`src/rtl/distance_store_arbiter_if.sv`:
```
// Requester <-> arbiter handshake for one single-word DistanceStore access port.
//   req    : request valid, held until gnt
//   we     : 1 = set (write), 0 = get (read)
//   index  : target node
//   wdata  : write distance
//   gnt    : request accepted this cycle (combinational)
//   rvalid : one-cycle read-data-valid pulse
//   rdata  : read data, 0 when rvalid is low
interface distance_store_arbiter_if #(
  parameter int INDEX_WIDTH = 4,
  parameter int VALUE_WIDTH = 8
);
  logic                   req;
  logic                   we;
  logic [INDEX_WIDTH-1:0] index;
  logic [VALUE_WIDTH-1:0] wdata;
  logic                   gnt;
  logic                   rvalid;
  logic [VALUE_WIDTH-1:0] rdata;

  modport master (output req, we, index, wdata, input gnt, rvalid, rdata);
  modport slave  (input req, we, index, wdata, output gnt, rvalid, rdata);
endinterface

```
`src/rtl/distance_store_arbiter.sv`:
```
// Shares the single DistanceStore port between two Dijkstra engines.
// On init_start the store is swept (INF everywhere, 0 at the source), then
// single-word get/set requests from requesters a and b are round-robin
// arbitrated onto the store port.
//   clock, reset      : clock; asynchronous active-low reset
//   init_start/source : start a sweep, source node sampled with the pulse
//   init_done         : high while READY
//   a, b              : requester ports (slave side of the handshake)
//   ds_get_en/ds_set_en/ds_index/ds_wdata : registered store command
//   ds_rdata          : store read data, one cycle after ds_get_en
module distance_store_arbiter #(
  parameter int MAX_NODES   = 10,
  parameter int INDEX_WIDTH = 4,
  parameter int VALUE_WIDTH = 8
) (
  input  logic                   clock,
  input  logic                   reset,
  input  logic                   init_start,
  input  logic [INDEX_WIDTH-1:0] source,
  output logic                   init_done,
  distance_store_arbiter_if.slave a,
  distance_store_arbiter_if.slave b,
  output logic                   ds_get_en,
  output logic                   ds_set_en,
  output logic [INDEX_WIDTH-1:0] ds_index,
  output logic [VALUE_WIDTH-1:0] ds_wdata,
  input  logic [VALUE_WIDTH-1:0] ds_rdata
);
  localparam logic [VALUE_WIDTH-1:0] INF  = '1;
  localparam logic [INDEX_WIDTH-1:0] LAST = INDEX_WIDTH'(MAX_NODES - 1);

  typedef enum logic [1:0] {IDLE, INIT, READY} state_t;

  // Tag of a read travelling towards its rdata cycle.
  typedef struct packed {
    logic a;
    logic b;
    logic oor;
  } rd_tag_t;

  state_t                 state_q, state_d;
  logic [INDEX_WIDTH-1:0] cnt_q, cnt_d;   // index shown on ds_index during INIT
  logic [INDEX_WIDTH-1:0] src_q, src_d;
  logic                   start;
  logic                   last_b_q;       // 1: b was granted most recently

  logic                   arb_en, a_gnt, b_gnt, any_gnt;
  logic                   sel_we, in_range;
  logic [INDEX_WIDTH-1:0] sel_idx;
  logic [VALUE_WIDTH-1:0] sel_wdata;

  logic                   get_d, set_d;
  logic [INDEX_WIDTH-1:0] idx_d;
  logic [VALUE_WIDTH-1:0] wd_d;
  rd_tag_t                tag_d;
  rd_tag_t [1:0]          rd_pipe;

  assign start = init_start && (state_q != INIT);

  always_ff @(posedge clock or negedge reset) begin
    if (!reset) begin
      state_q <= IDLE;
      cnt_q   <= '0;
      src_q   <= '0;
    end else begin
      state_q <= state_d;
      cnt_q   <= cnt_d;
      src_q   <= src_d;
    end
  end

  always_comb begin
    state_d = state_q;
    cnt_d   = cnt_q;
    src_d   = src_q;
    case (state_q)
      IDLE, READY: if (start) begin
        state_d = INIT;
        cnt_d   = '0;
        src_d   = source;
      end
      INIT: begin
        if (cnt_q == LAST) state_d = READY;
        else               cnt_d   = cnt_q + 1'b1;
      end
      default: state_d = IDLE;
    endcase
  end

  // Arbitration: no grants outside READY, nor in the cycle a new sweep starts.
  assign arb_en   = (state_q == READY) && !init_start;
  assign a_gnt    = arb_en && a.req && (!b.req || last_b_q);
  assign b_gnt    = arb_en && b.req && !a_gnt;
  assign any_gnt  = a_gnt || b_gnt;
  assign a.gnt    = a_gnt;
  assign b.gnt    = b_gnt;

  assign sel_we    = a_gnt ? a.we    : b.we;
  assign sel_idx   = a_gnt ? a.index : b.index;
  assign sel_wdata = a_gnt ? a.wdata : b.wdata;
  assign in_range  = {1'b0, sel_idx} < (INDEX_WIDTH + 1)'(MAX_NODES);

  // Next store command. A sweep write is issued for every cycle that will be
  // spent in INIT, so the first one lands the cycle after init_start.
  always_comb begin
    get_d = 1'b0;
    set_d = 1'b0;
    idx_d = '0;
    wd_d  = '0;
    if (state_d == INIT) begin
      set_d = 1'b1;
      idx_d = cnt_d;
      wd_d  = (cnt_d == src_d) ? '0 : INF;
    end else if (any_gnt && in_range) begin
      get_d = !sel_we;
      set_d = sel_we;
      idx_d = sel_idx;
      wd_d  = sel_we ? sel_wdata : '0;
    end
  end

  // Out-of-range reads still travel the pipe so the requester gets INF back.
  always_comb begin
    tag_d     = '0;
    tag_d.a   = a_gnt && !a.we;
    tag_d.b   = b_gnt && !b.we;
    tag_d.oor = !in_range;
  end

  always_ff @(posedge clock or negedge reset) begin
    if (!reset) begin
      ds_get_en <= 1'b0;
      ds_set_en <= 1'b0;
      ds_index  <= '0;
      ds_wdata  <= '0;
      rd_pipe   <= '0;
      last_b_q  <= 1'b1;
    end else begin
      ds_get_en  <= get_d;
      ds_set_en  <= set_d;
      ds_index   <= idx_d;
      ds_wdata   <= wd_d;
      rd_pipe[0] <= tag_d;
      rd_pipe[1] <= rd_pipe[0];
      if (any_gnt) last_b_q <= b_gnt;
    end
  end

  assign init_done = (state_q == READY);
  assign a.rvalid  = rd_pipe[1].a;
  assign b.rvalid  = rd_pipe[1].b;
  assign a.rdata   = rd_pipe[1].a ? (rd_pipe[1].oor ? INF : ds_rdata) : '0;
  assign b.rdata   = rd_pipe[1].b ? (rd_pipe[1].oor ? INF : ds_rdata) : '0;
endmodule

```
`src/flat_wrapper.sv`:
```
// flat-port wrapper written by rule: the top's interface ports become plain ports
module distance_store_arbiter_flat 
#(
  parameter int MAX_NODES   = 10,
  parameter int INDEX_WIDTH = 4,
  parameter int VALUE_WIDTH = 8
)
  (clock, reset, init_start, source, init_done, ds_get_en, ds_set_en, ds_index, ds_wdata, ds_rdata, a_req, a_we, a_index, a_wdata, a_gnt, a_rvalid, a_rdata, b_req, b_we, b_index, b_wdata, b_gnt, b_rvalid, b_rdata);
  distance_store_arbiter_if #(.INDEX_WIDTH(INDEX_WIDTH), .VALUE_WIDTH(VALUE_WIDTH)) a_i ();
  distance_store_arbiter_if #(.INDEX_WIDTH(INDEX_WIDTH), .VALUE_WIDTH(VALUE_WIDTH)) b_i ();
  input  logic clock;
  input  logic reset;
  input  logic init_start;
  input  logic [INDEX_WIDTH-1:0] source;
  output logic init_done;
  output logic ds_get_en;
  output logic ds_set_en;
  output logic [INDEX_WIDTH-1:0] ds_index;
  output logic [VALUE_WIDTH-1:0] ds_wdata;
  input  logic [VALUE_WIDTH-1:0] ds_rdata;
  input wire logic [$bits(a_i.req)-1:0] a_req;
  input wire logic [$bits(a_i.we)-1:0] a_we;
  input wire logic [$bits(a_i.index)-1:0] a_index;
  input wire logic [$bits(a_i.wdata)-1:0] a_wdata;
  output wire logic [$bits(a_i.gnt)-1:0] a_gnt;
  output wire logic [$bits(a_i.rvalid)-1:0] a_rvalid;
  output wire logic [$bits(a_i.rdata)-1:0] a_rdata;
  input wire logic [$bits(b_i.req)-1:0] b_req;
  input wire logic [$bits(b_i.we)-1:0] b_we;
  input wire logic [$bits(b_i.index)-1:0] b_index;
  input wire logic [$bits(b_i.wdata)-1:0] b_wdata;
  output wire logic [$bits(b_i.gnt)-1:0] b_gnt;
  output wire logic [$bits(b_i.rvalid)-1:0] b_rvalid;
  output wire logic [$bits(b_i.rdata)-1:0] b_rdata;
  assign a_i.req = a_req;
  assign a_i.we = a_we;
  assign a_i.index = a_index;
  assign a_i.wdata = a_wdata;
  assign a_gnt = a_i.gnt;
  assign a_rvalid = a_i.rvalid;
  assign a_rdata = a_i.rdata;
  assign b_i.req = b_req;
  assign b_i.we = b_we;
  assign b_i.index = b_index;
  assign b_i.wdata = b_wdata;
  assign b_gnt = b_i.gnt;
  assign b_rvalid = b_i.rvalid;
  assign b_rdata = b_i.rdata;
  distance_store_arbiter #(.MAX_NODES(MAX_NODES), .INDEX_WIDTH(INDEX_WIDTH), .VALUE_WIDTH(VALUE_WIDTH)) u_core (.clock(clock), .reset(reset), .init_start(init_start), .source(source), .init_done(init_done), .a(a_i), .b(b_i), .ds_get_en(ds_get_en), .ds_set_en(ds_set_en), .ds_index(ds_index), .ds_wdata(ds_wdata), .ds_rdata(ds_rdata));
endmodule
```
`config.mk`:
```
export PLATFORM = sky130hd
export DESIGN_NAME = distance_store_arbiter_flat
export DESIGN_NICKNAME = d
export VERILOG_FILES = /design/src/rtl/distance_store_arbiter_if.sv /design/src/rtl/distance_store_arbiter.sv /design/src/flat_wrapper.sv
export SDC_FILE = /design/constraint.sdc
export NUM_CORES = 1
export LEC_CHECK = 0
export ABC_AREA = 1
export CORE_MARGIN = 1.5
export CORE_UTILIZATION = 36
export CTS_CLUSTER_DIAMETER = 40
export CTS_CLUSTER_SIZE = 16
export DETAILED_ROUTE_END_ITERATION = 7
export GPL_ROUTABILITY_DRIVEN = 0
export HOLD_SLACK_MARGIN = 0.1
export PLACE_DENSITY = 0.77
export SLEW_MARGIN = 20
export SYNTH_ARGS = -nofsm -noshare
export SYNTH_HDL_FRONTEND = slang
export SYNTH_SLANG_ARGS = --single-unit
```
`constraint.sdc`:
```
create_clock -name clock -period 1.7 [get_ports clock]
set_input_delay 0.51 -clock clock [delete_from_list [all_inputs] [get_ports clock]]
set_output_delay 0.51 -clock clock [all_outputs]
set_load 0.02 [all_outputs]
```
==> results of run 1 <==
==> metrics by stage <==
step	TNS, ns	instance area (um^2)
after floorplan	0	1710
after global placement	-19.93	2710
after detailed placement	-20.73	2710
after CTS	-2.24	2930
after global routing	-3.47	3050
final	-1.66	3050
==> kinds of logic (layout without fill, tap and decap cells) <==
logic type               after synthesis  count (layout)
AO/OA/AOI/OAI                         29              29
AND/OR/NAND/NOR                      126             127
buffers and inverters                 48             163
adder cells (fa/ha/maj)                2               2
flip-flops                            31              31
==> area by class of cell <==
class                      instances  share of cell area
clock buffer                       6              0.0271
clock inverter                     2              0.0115
inverter                          43              0.0550
multi-input combinational        158               0.301
sequential                        31               0.256
tap                               52              0.0214
timing repair buffer             111               0.326
timing repair inverter             1             0.00246
==> worst max-delay path, cell delays in order, from the launching register on <==
cell and delay [ns]:
dfrtp_1 0.35, inv_2 0.06, nor3_4 0.25, nand3_4 0.12
nand3_2 0.09, inv_2 0.04, buf_6 0.12
==> what timing repair did <==
item,CTS,global route
setup endpoints to repair,52,32
gates cloned,2,0
setup buffers,8,0
pin swaps,13,19
gates resized for setup,153,41
==> registers in the layout, indices dropped and copies added, names as in the netlist, 2 cells and up <==
register,cells
u_core.rd_pipe,4
u_core.state_q,2
u_core.src_q,4
u_core.ds_index,4
u_core.cnt_q,4
u_core.ds_wdata,8
==> placed cells by master (no fill, tap or decap) <==
| master | n |
|---|---|
| a21oi_1 | 1 |
| a21oi_2 | 16 |
| buf_12 | 1 |
| buf_2 | 2 |
| buf_4 | 44 |
| buf_6 | 7 |
| bufinv_16 | 1 |
| clkbuf_8 | 6 |
| clkdlybuf4s50_1 | 31 |
| clkinv_2 | 1 |
| clkinvlp_4 | 2 |
| dfrtp_1 | 28 |
| dfrtp_2 | 2 |
| dfstp_2 | 1 |
| dlygate4sd2_1 | 22 |
| dlymetal6s2s_1 | 4 |
| ha_2 | 1 |
| ha_4 | 1 |
| inv_1 | 30 |
| inv_2 | 11 |
| inv_4 | 1 |
| nand2_1 | 54 |
| nand2_2 | 15 |
| nand2_4 | 4 |
| nand3_1 | 26 |
| nand3_2 | 3 |
| nand3_4 | 1 |
| nand4_1 | 1 |
| nor2_1 | 18 |
| nor2_2 | 1 |
| nor2_4 | 3 |
| nor3_4 | 1 |
| o21ai_0 | 8 |
| o21ai_2 | 3 |
| o21ai_4 | 1 |
==> routing by layer <==
layer	GRT usage	wire, um	vias to the layer above
li1	-	-	965
met1	0.218	1980	876
met2	0.337	2500	100
met3	0.0633	426	13
met4	0.0734	130	0
met5	0	0	-
==> how the worst max path moves through the flow <==
stage               slack [ns]                        start  cells past startpoint  endpoint
finish                   -0.11  u_core.state_q[1]$_DFF_PN0_                      6     b_gnt
detailed placement       -0.83                   init_start                      5     b_gnt
CTS                      -0.15  u_core.state_q[0]$_DFF_PN0_                      5     b_gnt
floorplan                0.005                   init_start                      5     b_gnt
global route             -0.17  u_core.state_q[1]$_DFF_PN0_                      6     b_gnt
global placement         -0.82                   init_start                      5     b_gnt
==> power groups by stage <==
stage	clock, mW	sequential [mW]	combinational [mW]
6_report	0.751	1.18	2.22
4_1_cts	0.756	1.15	1.96
5_1_grt	0.797	1.20	2.39
3_3_place_gp	0	1.15	1.77
3_5_place_dp	0	1.16	1.84
2_1_floorplan	0	1.33	0.772
==> results.yml, run 1 <==
timing:
  worstMarginPinSlew_ns: 0.402
  slew_viol_final: 0
  fmax_ghz: 0.552
  fin_crit_ns: 1.81
  min_period_over_period: 1.07
  setup_viol: 27
  layout_setup_ws_ns: -0.111
  slew_headroom: 0.732
  rsz0062_at_grt: "yes"
  finClkSkew_ns: 0.00743
  timing.hold.ws_ns: 0.349
  hold_viol: 0
final_layout:
  drive_gt1_frac: 0.366
  final_cells: 404
  register_area_um2: 779
  multiInputGateArea_um2: 917
  diodes: 0
  area_delta_synth_final_pct: 78.8
  nets: 396
  fin_util: 0.686
  num-fill-cells: 360
pwr:
  p_int_mw: 2.46
  power_mw: 4.15
  pwr-share-clk: 0.181
  p_switching_mw: 1.69
  leakagePower_nw: 1.62
  peakVddDrop_uv: 747
  seq_power_share: 0.285
  pwr_density_cell_nw_per_um2: 1360
  combPwrFrac: 0.534
  p_sw_frac: 0.407
yosys:
  synth_top_family_by_area: "simple AND/OR/NAND/NOR gates"
  syn_area_um2: 1700
  synth_compound_area_frac: 0.0940
  yosysWarningCount: 0
  synthDistinctLibCells: 21
  synth-async-reset-ratio: 1.00
  synth_xor_area_frac: 0
  synth-main-ff-cell: "dfrtp_1"
  synth-seq-cells: 31
  synth_seq_area_share: 0.456
  yosysMostFrequentCell: "nand2_1"
  synthSimpleGateAreaFrac: 0.320
  synth_mux_area_frac: 0
  yosys.area.top_type: "dfrtp_1"
  syn_area_per_cell_um2: 7.22
  synth_edf_count: 0
  synthAdderAreaFrac: 0.0147
  synth_top_area_frac: 0.441
  synth_common_cells: "nand2_1, inv_1, dfrtp_1"
  syn-num-nets: 281
  syn_inst: 236
  netlist_top_cells_area: "dfrtp_1, nand2_1, inv_1, nand3_1, a21oi_1"
detailed_routing:
  num_vias: 1954
  drtPass1Iterations: 6
  ant_nets: 0
  wl_um: 5030
  via_per_inst: 4.84
  drc_errors: 8
  drt_iter0_markers: 88
  avgRoutedWirePerCell_um: 12.5
setup_path:
  critPathLaunchType: "register"
  path_class: "register to primary output"
  rr_endpoint: "u_core.ds_wdata[3]$_DFF_PN0_"
  r2r-start: "u_core.cnt_q[0]$_DFF_PN0_"
  rrSetupSlack_ns: -0.08
  crit_arrival_ns: 1.30
  rr_worst_depth: 11
  required_ns: 1.19
  cp_max_fo: 3
  endpoint_kind: "primary output"
cts:
  cts_max_level: 2
  cts_tree: "built"
  clk_latency_ns: 0.28
  postCtsHoldBufs: 0
  clk_pin_slew_ns: 0.07
  numCtsBuffers: 5
  clockRootBuffer: "clkbuf_8"
  clockBufferDepth: 2
  clock_sinks: 31
global_route:
  antenna_found_initial: 0
  grtUsageTotal: 0.193
  grt-ovfl-total: 0
  grt_max_degree: 26
  grt_pass1_vias: 1885
  grt_pass1_wl_um: 7860
hold_path:
  hold_path_depth: 0
  hold_start: "u_core.rd_pipe[0]$_DFF_PN0_"
  hold_class: "register to register"
  holdPathEnd: "u_core.rd_pipe[3]$_DFF_PN0_"
floorplan:
  io_pins: 78
  initial_utilization: 0.383
  core_region_area_um2: 4440
  die_w_um: 71.8
  dieArea_um2: 5160
  dieHeight_um: 71.8
  row_count: 24
placed_design:
  dpl.hpwl_um: 3440
  dp.cells: 386
  portBuffers: 77
  pre_cts_ws_ns: -0.827
run_status:
  violations: "DRC, setup timing"
  outcome: "complete, but fails checks"
run:
  maxCapViolCount: 0
Note: power is estimated with default switching activity, not from simulation.
==> run 2: changes to the inputs <==
CELL_PAD_IN_SITES_DETAIL_PLACEMENT = 1   (was not set)
CELL_PAD_IN_SITES_GLOBAL_PLACEMENT = 2   (was not set)
CORE_UTILIZATION = 19   (was 36)
HOLD_SLACK_MARGIN = not set   (was 0.1)
PLACE_DENSITY = 0.78   (was 0.77)
==> run 2 against run 1 <==
The flow finishes with violations (setup timing). Final cell count grew 13%. Maximum frequency shrank 3.0%. Count of clock-buffer cells in the layout is the same. Cell area shrank 0.33%. Largest cell class unchanged. Flip-flop and latch count is the same. Critical endpoint unchanged. First-iteration DRC count shrank 76%. Global-route usage shrank 7.4 points. Critical path type unchanged. Sequential power is essentially flat. Combinational power shrank 13%. Critical path depth grew 1.
==> results.yml, run 2 (same netlist as run 1, synthesis figures left out) <==
final_layout:
  nets: 393
  largest_reg_flops: 8
  register_area_um2: 777
  top_register: "u_core.ds_wdata"
  diodes: 0
  final_cell_mix: "nand2_1, buf_4, clkdlybuf4s50_1, inv_1, dfrtp_1"
  area_delta_synth_final_pct: 78.2
  num-fill-cells: 1065
  drive_gt1_frac: 0.309
  layout_commonest_cell: "nand2_1"
  fin_area_um2: 3040
  multiInputGateArea_um2: 856
detailed_routing:
  ant_nets: 0
  avgRoutedWirePerCell_um: 12.3
  drt_iter0_markers: 21
  route.top_layer_used: "met4"
  wl_um: 5620
  met1Wirelength_um: 2330
  drtPass1Iterations: 4
  via_per_inst: 4.06
  num_vias: 1856
  met3_length_um: 348
  drc_errors: 0
  routed-wl-met2_um: 2900
setup_path:
  startpoint: "u_core.state_q[1]$_DFF_PN0_"
  rrSetupSlack_ns: -0.03
  cp_max_fo: 5
  crit_arrival_ns: 1.36
  rr_endpoint: "u_core.ds_wdata[4]$_DFF_PN0_"
  endpoint_kind: "primary output"
  required_ns: 1.19
  rr_worst_depth: 11
  r2r-start: "u_core.state_q[1]$_DFF_PN0_"
  critPathLaunchType: "register"
  path_class: "register to primary output"
floorplan:
  core_region_area_um2: 8720
  io_pins: 78
  row_count: 34
  dieHeight_um: 97.7
  die_w_um: 97.7
  initial_utilization: 0.195
  dieArea_um2: 9550
run_status:
  outcome: "complete, but fails checks"
  violations: "setup timing"
hold_path:
  holdPathEnd: "u_core.b.rvalid$_DFF_PN0_"
  hold_start: "u_core.rd_pipe[1]$_DFF_PN0_"
  hold_path_depth: 0
  hold_class: "register to register"
placed_design:
  dpl.hpwl_um: 4320
  portBuffers: 77
  placed_area_um2: 2760
global_route:
  grt_pass1_vias: 2010
  grtUsageTotal: 0.119
  grt_max_degree: 26
  grt_pass1_wl_um: 9030
  antenna_found_initial: 0
  grt-ovfl-total: 0
pwr:
  peakVddDrop_uv: 397
  leakagePower_nw: 1.56
  pwr_density_cell_nw_per_um2: 1270
run:
  maxCapViolCount: 0
timing:
  slew_headroom: 0.731
  setup-tns-final_ns: -2.60
  finClkSkew_ns: 0.00529
  fin_crit_ns: 1.87
  min_period_over_period: 1.10
  rsz0062_at_grt: "yes"
  layout_setup_ws_ns: -0.168
  slew_viol_final: 0
  setup_viol: 25
  worstMarginPinSlew_ns: 0.404
  fmax_ghz: 0.535
  hold_viol: 0
cts:
  clock_sinks: 31
  clockRootBuffer: "clkbuf_8"
  cts_tree: "built"
  cts_max_level: 2
  clk_pin_slew_ns: 0.07
  postCtsHoldBufs: 0
  clockBufferDepth: 2
  numCtsBuffers: 5
  clk_latency_ns: 0.29
run 2: layout make-up:
| type | instances | share of cell area |
|---|---|---|
| timing repair buffer | 108 | 0.322 |
| timing repair inverter | 1 | 0.00247 |
| sequential | 31 | 0.256 |
| multi-input combinational | 158 | 0.282 |
| clock buffer | 6 | 0.0272 |
| inverter | 43 | 0.0544 |
| clock inverter | 2 | 0.0115 |
| tap | 108 | 0.0445 |
run 2: how the worst max path moves through the flow:
stage,endpoint,slack (ns),depth (start not counted)
floorplan,b_gnt,0.005,5
global placement,b_gnt,-0.89,5
detailed placement,b_gnt,-0.89,5
CTS,b_gnt,-0.18,6
global route,b_gnt,-0.26,7
finish,b_gnt,-0.17,7
run 2: per-layer routing:
| metal | global-route usage | vias to the layer above |
|---|---|---|
| li1 | - | 949 |
| met1 | 0.127 | 855 |
| met2 | 0.222 | 46 |
| met3 | 0.0381 | 6 |
| met4 | 0.0396 | 0 |
| met5 | 0 | - |
run 2: critical path, cell delays in order (launching register included):
cell and delay (ns):
dfrtp_1 0.38, inv_2 0.06, nor3_4 0.17, buf_6 0.15, nand3_4 0.08, nand3_2 0.07, inv_2 0.03, buf_6 0.12
run 2: power breakdown:
| group | internal (mW) | leakage (nW) | switching [mW] |
|---|---|---|---|
| Clock | 0.474 | 0.0612 | 0.302 |
| Combinational | 0.825 | 1.13 | 1.11 |
| Sequential | 1.02 | 0.373 | 0.125 |
run 2: timing repair:
| item | in CTS | in global routing |
|---|---|---|
| buffers inserted | 5 | 3 |
| gates resized for setup | 166 | 7 |
| gates cloned | 1 | 1 |
| pin swaps | 10 | 9 |
| setup endpoints to repair | 51 | 33 |
run 2: stage by stage:
stage / hold WS (ns) / total power, mW / cells / worst slack [ns] / utilization
detailed placement: 0.336 / 3.02 / 439 / -0.888 / 0.316
floorplan: 0.214 / 2.10 / 236 / 0.00543 / -
CTS: 0.353 / 3.83 / 453 / -0.178 / 0.342
global route: 0.356 / 4.19 / 457 / -0.258 / 0.348
finish: 0.350 / 3.86 / 457 / -0.168 / 0.348
global placement: 0.332 / 2.97 / 439 / -0.894 / 0.316
==> run 3: changes to the inputs <==
ABC_AREA = not set   (was 1)
CORE_UTILIZATION = 22   (was 19)
PLACE_DENSITY = 0.79   (was 0.78)
==> run 3 against run 2 <==
The flow still finishes with violations (setup timing). Sequential power hardly changed. Clock power is 17% lower. Count of clock-buffer cells in the layout is 2 higher. Routed wire length is 13% higher. Synthesized cell count is 31% lower. Critical path depth is 3 lower. Global-route usage is 3.5 points higher. Die area is 12% lower. Worst setup slack worse by 0.089 ns. Maximum frequency is 4.5% lower. Largest power group unchanged.
==> results.yml, run 3 <==
yosys:
  synth-main-ff-cell: "dfrtp_1"
  synth_seq_area_share: 0.452
  synth-async-reset-ratio: 1.00
  syn_inst: 162
  syn-num-nets: 207
  yosys.area.top_type: "dfrtp_1"
  synth_top_area_frac: 0.437
  synth_common_cells: "dfrtp_1, o21a_1, nand2_1"
  yosysWarningCount: 0
  synthDistinctLibCells: 42
  syn_area_um2: 1720
  syn_area_per_cell_um2: 10.6
  netlist_top_cells_area: "dfrtp_1, o21a_1, o211ai_2, a41oi_1, mux2i_1"
  yosysMostFrequentCell: "dfrtp_1"
  synth_edf_count: 0
  synth-seq-cells: 31
cts:
  cts_tree: "built"
  clockBufferDepth: 2
  clk_latency_ns: 0.29
  numCtsBuffers: 5
  clk_pin_slew_ns: 0.06
  cts_max_level: 2
  clock_sinks: 31
  clockRootBuffer: "clkbuf_8"
detailed_routing:
  drc_errors: 0
  avgRoutedWirePerCell_um: 16.8
  drt_iter0_markers: 45
  drtPass1Iterations: 4
  wl_um: 6360
  ant_nets: 0
  via_per_inst: 4.55
  num_vias: 1723
timing:
  slew_viol_final: 0
  finClkSkew_ns: 0.00611
  worstMarginPinSlew_ns: 0.380
  layout_setup_ws_ns: -0.256
  setup_viol: 17
  fin_crit_ns: 1.96
  hold_viol: 0
  slew_headroom: 0.747
  rsz0062_at_grt: "yes"
  fmax_ghz: 0.511
  min_period_over_period: 1.15
global_route:
  antenna_found_initial: 0
  grt_pass1_vias: 1855
  grtUsageTotal: 0.154
  grt-ovfl-total: 0
  grt_max_degree: 18
  grt_pass1_wl_um: 9790
setup_path:
  endpoint: "b_gnt"
  path_class: "register to primary output"
  required_ns: 1.19
  cp_cell_sequence: "nor3b_4 > buf_4 > and3_4 > buf_6"
  rrSetupSlack_ns: -0.10
  cp.depth: 4
  cpPeakStageDelay_ns: 0.41
  crit_arrival_ns: 1.45
  critPathLaunchType: "register"
  r2r-start: "u_core.state_q[0]$_DFF_PN0_"
  endpoint_kind: "primary output"
  startpoint: "u_core.state_q[0]$_DFF_PN0_"
  rr_endpoint: "u_core.ds_index[2]$_DFF_PN0_"
  cpMaxStageDelayCell: "dfrtp_1"
  cp_num_buf_inv: 2
  rr_worst_depth: 7
  crit_family: "simple AND/OR/NAND/NOR gates"
  cp_max_fo: 3
final_layout:
  area_delta_synth_final_pct: 85.5
  final_cell_mix: "clkdlybuf4s50_1, buf_4, dfrtp_1, dlygate4sd2_1, buf_6"
  fin_area_um2: 3190
  diodes: 0
  drive_gt1_frac: 0.408
  top_register: "u_core.ds_wdata"
  fin_util: 0.417
  nets: 321
  largest_reg_flops: 8
floorplan:
  row_count: 32
  die_w_um: 91.4
  dieArea_um2: 8350
  io_pins: 78
  core_region_area_um2: 7650
  dieHeight_um: 91.4
  initial_utilization: 0.225
pwr:
  peakVddDrop_uv: 624
  pwr_density_cell_nw_per_um2: 1200
  leakagePower_nw: 1.39
run:
  maxCapViolCount: 0
placed_design:
  dpl.hpwl_um: 4370
  portBuffers: 77
  placed_area_um2: 2790
run_status:
  violations: "setup timing"
  outcome: "complete, but fails checks"
hold_path:
  hold_class: "register to register"
## run 3: layout make-up
| class | instances | area (um^2) |
|---|---|---|
| tap | 102 | 128 |
| sequential | 31 | 781 |
| clock buffer | 8 | 100 |
| fill | 852 | 4460 |
| multi-input combinational | 117 | 1020 |
| inverter | 4 | 17.5 |
| timing repair buffer | 117 | 1140 |
## run 3: worst reg2reg max path, delay by kind of cell (launching register included)
kind            cells  cell delay [ns]
simple gates        3             0.73
flops               1             0.41
compound gates      1             0.12
mux                 1             0.19
buf+inv             2             0.28
## run 3: kinds of logic (layout without fill, tap and decap cells)
group	count (synthesis)	in the layout	synth area share
multiplexers	8	8	0.0517
adder cells (fa/ha/maj)	2	2	0.0146
AND/OR/NAND/NOR	51	51	0.161
AO/OA/AOI/OAI	52	52	0.260
flip-flops	31	31	0.452
buffers and inverters	14	129	0.0408
XOR/XNOR	4	4	0.0204
## run 3: where the power goes
part | switching, mW | total (mW) | leakage [nW] | internal, mW
clock | 0.278 | 0.647 | 0.0515 | 0.369
combinational | 1.05 | 1.99 | 0.974 | 0.941
sequential | 0.165 | 1.18 | 0.367 | 1.01
## run 3: layer usage
layer	vias to the layer above	wire length [um]	track usage	part of all wire
met1	829	2730	0.189	0.43
met3	10	266	0.0293	0.042
li1	820	-	-	-
met5	-	0	0	0
met4	0	114	0.0664	0.018
met2	64	3250	0.262	0.51
## run 3: through the flow
| stage | power [mW] | hold WS (ns) | std cells | worst slack [ns] | setup TNS, ns |
|---|---|---|---|---|---|
| final | 3.82 | 0.353 | 379 | -0.256 | -1.40 |
| after floorplan | 2.33 | 0.214 | 162 | 0.0196 | 0 |
| after global routing | 4.03 | 0.349 | 379 | -0.319 | -2.96 |
| after CTS | 3.74 | 0.349 | 379 | -0.277 | -2.36 |
| after detailed placement | 3.11 | 0.339 | 360 | -1.03 | -21.61 |
| after global placement | 3.08 | 0.334 | 360 | -0.950 | -20.17 |
## run 3: what timing repair did
item / 4_1_cts / 5_1_grt
setup endpoints to repair: 53 / 34
setup buffers: 9 / 2
pin swaps: 22 / 21
gates resized for setup: 154 / 31
gates cloned: 2 / 0
hold buffers: 0 / 0
## run 3: worst min-delay path by stage
stage / from / end / slack, ns / depth (start not counted)
2_1_floorplan: reset / u_core.a.rvalid$_DFF_PN0_ / 0.21 / 0
3_3_place_gp: u_core.rd_pipe[0]$_DFF_PN0_ / u_core.rd_pipe[3]$_DFF_PN0_ / 0.33 / 0
3_5_place_dp: u_core.rd_pipe[1]$_DFF_PN0_ / u_core.b.rvalid$_DFF_PN0_ / 0.34 / 0
4_1_cts: u_core.rd_pipe[1]$_DFF_PN0_ / u_core.b.rvalid$_DFF_PN0_ / 0.35 / 0
5_1_grt: u_core.rd_pipe[1]$_DFF_PN0_ / u_core.b.rvalid$_DFF_PN0_ / 0.35 / 0
6_report: u_core.rd_pipe[1]$_DFF_PN0_ / u_core.b.rvalid$_DFF_PN0_ / 0.35 / 0
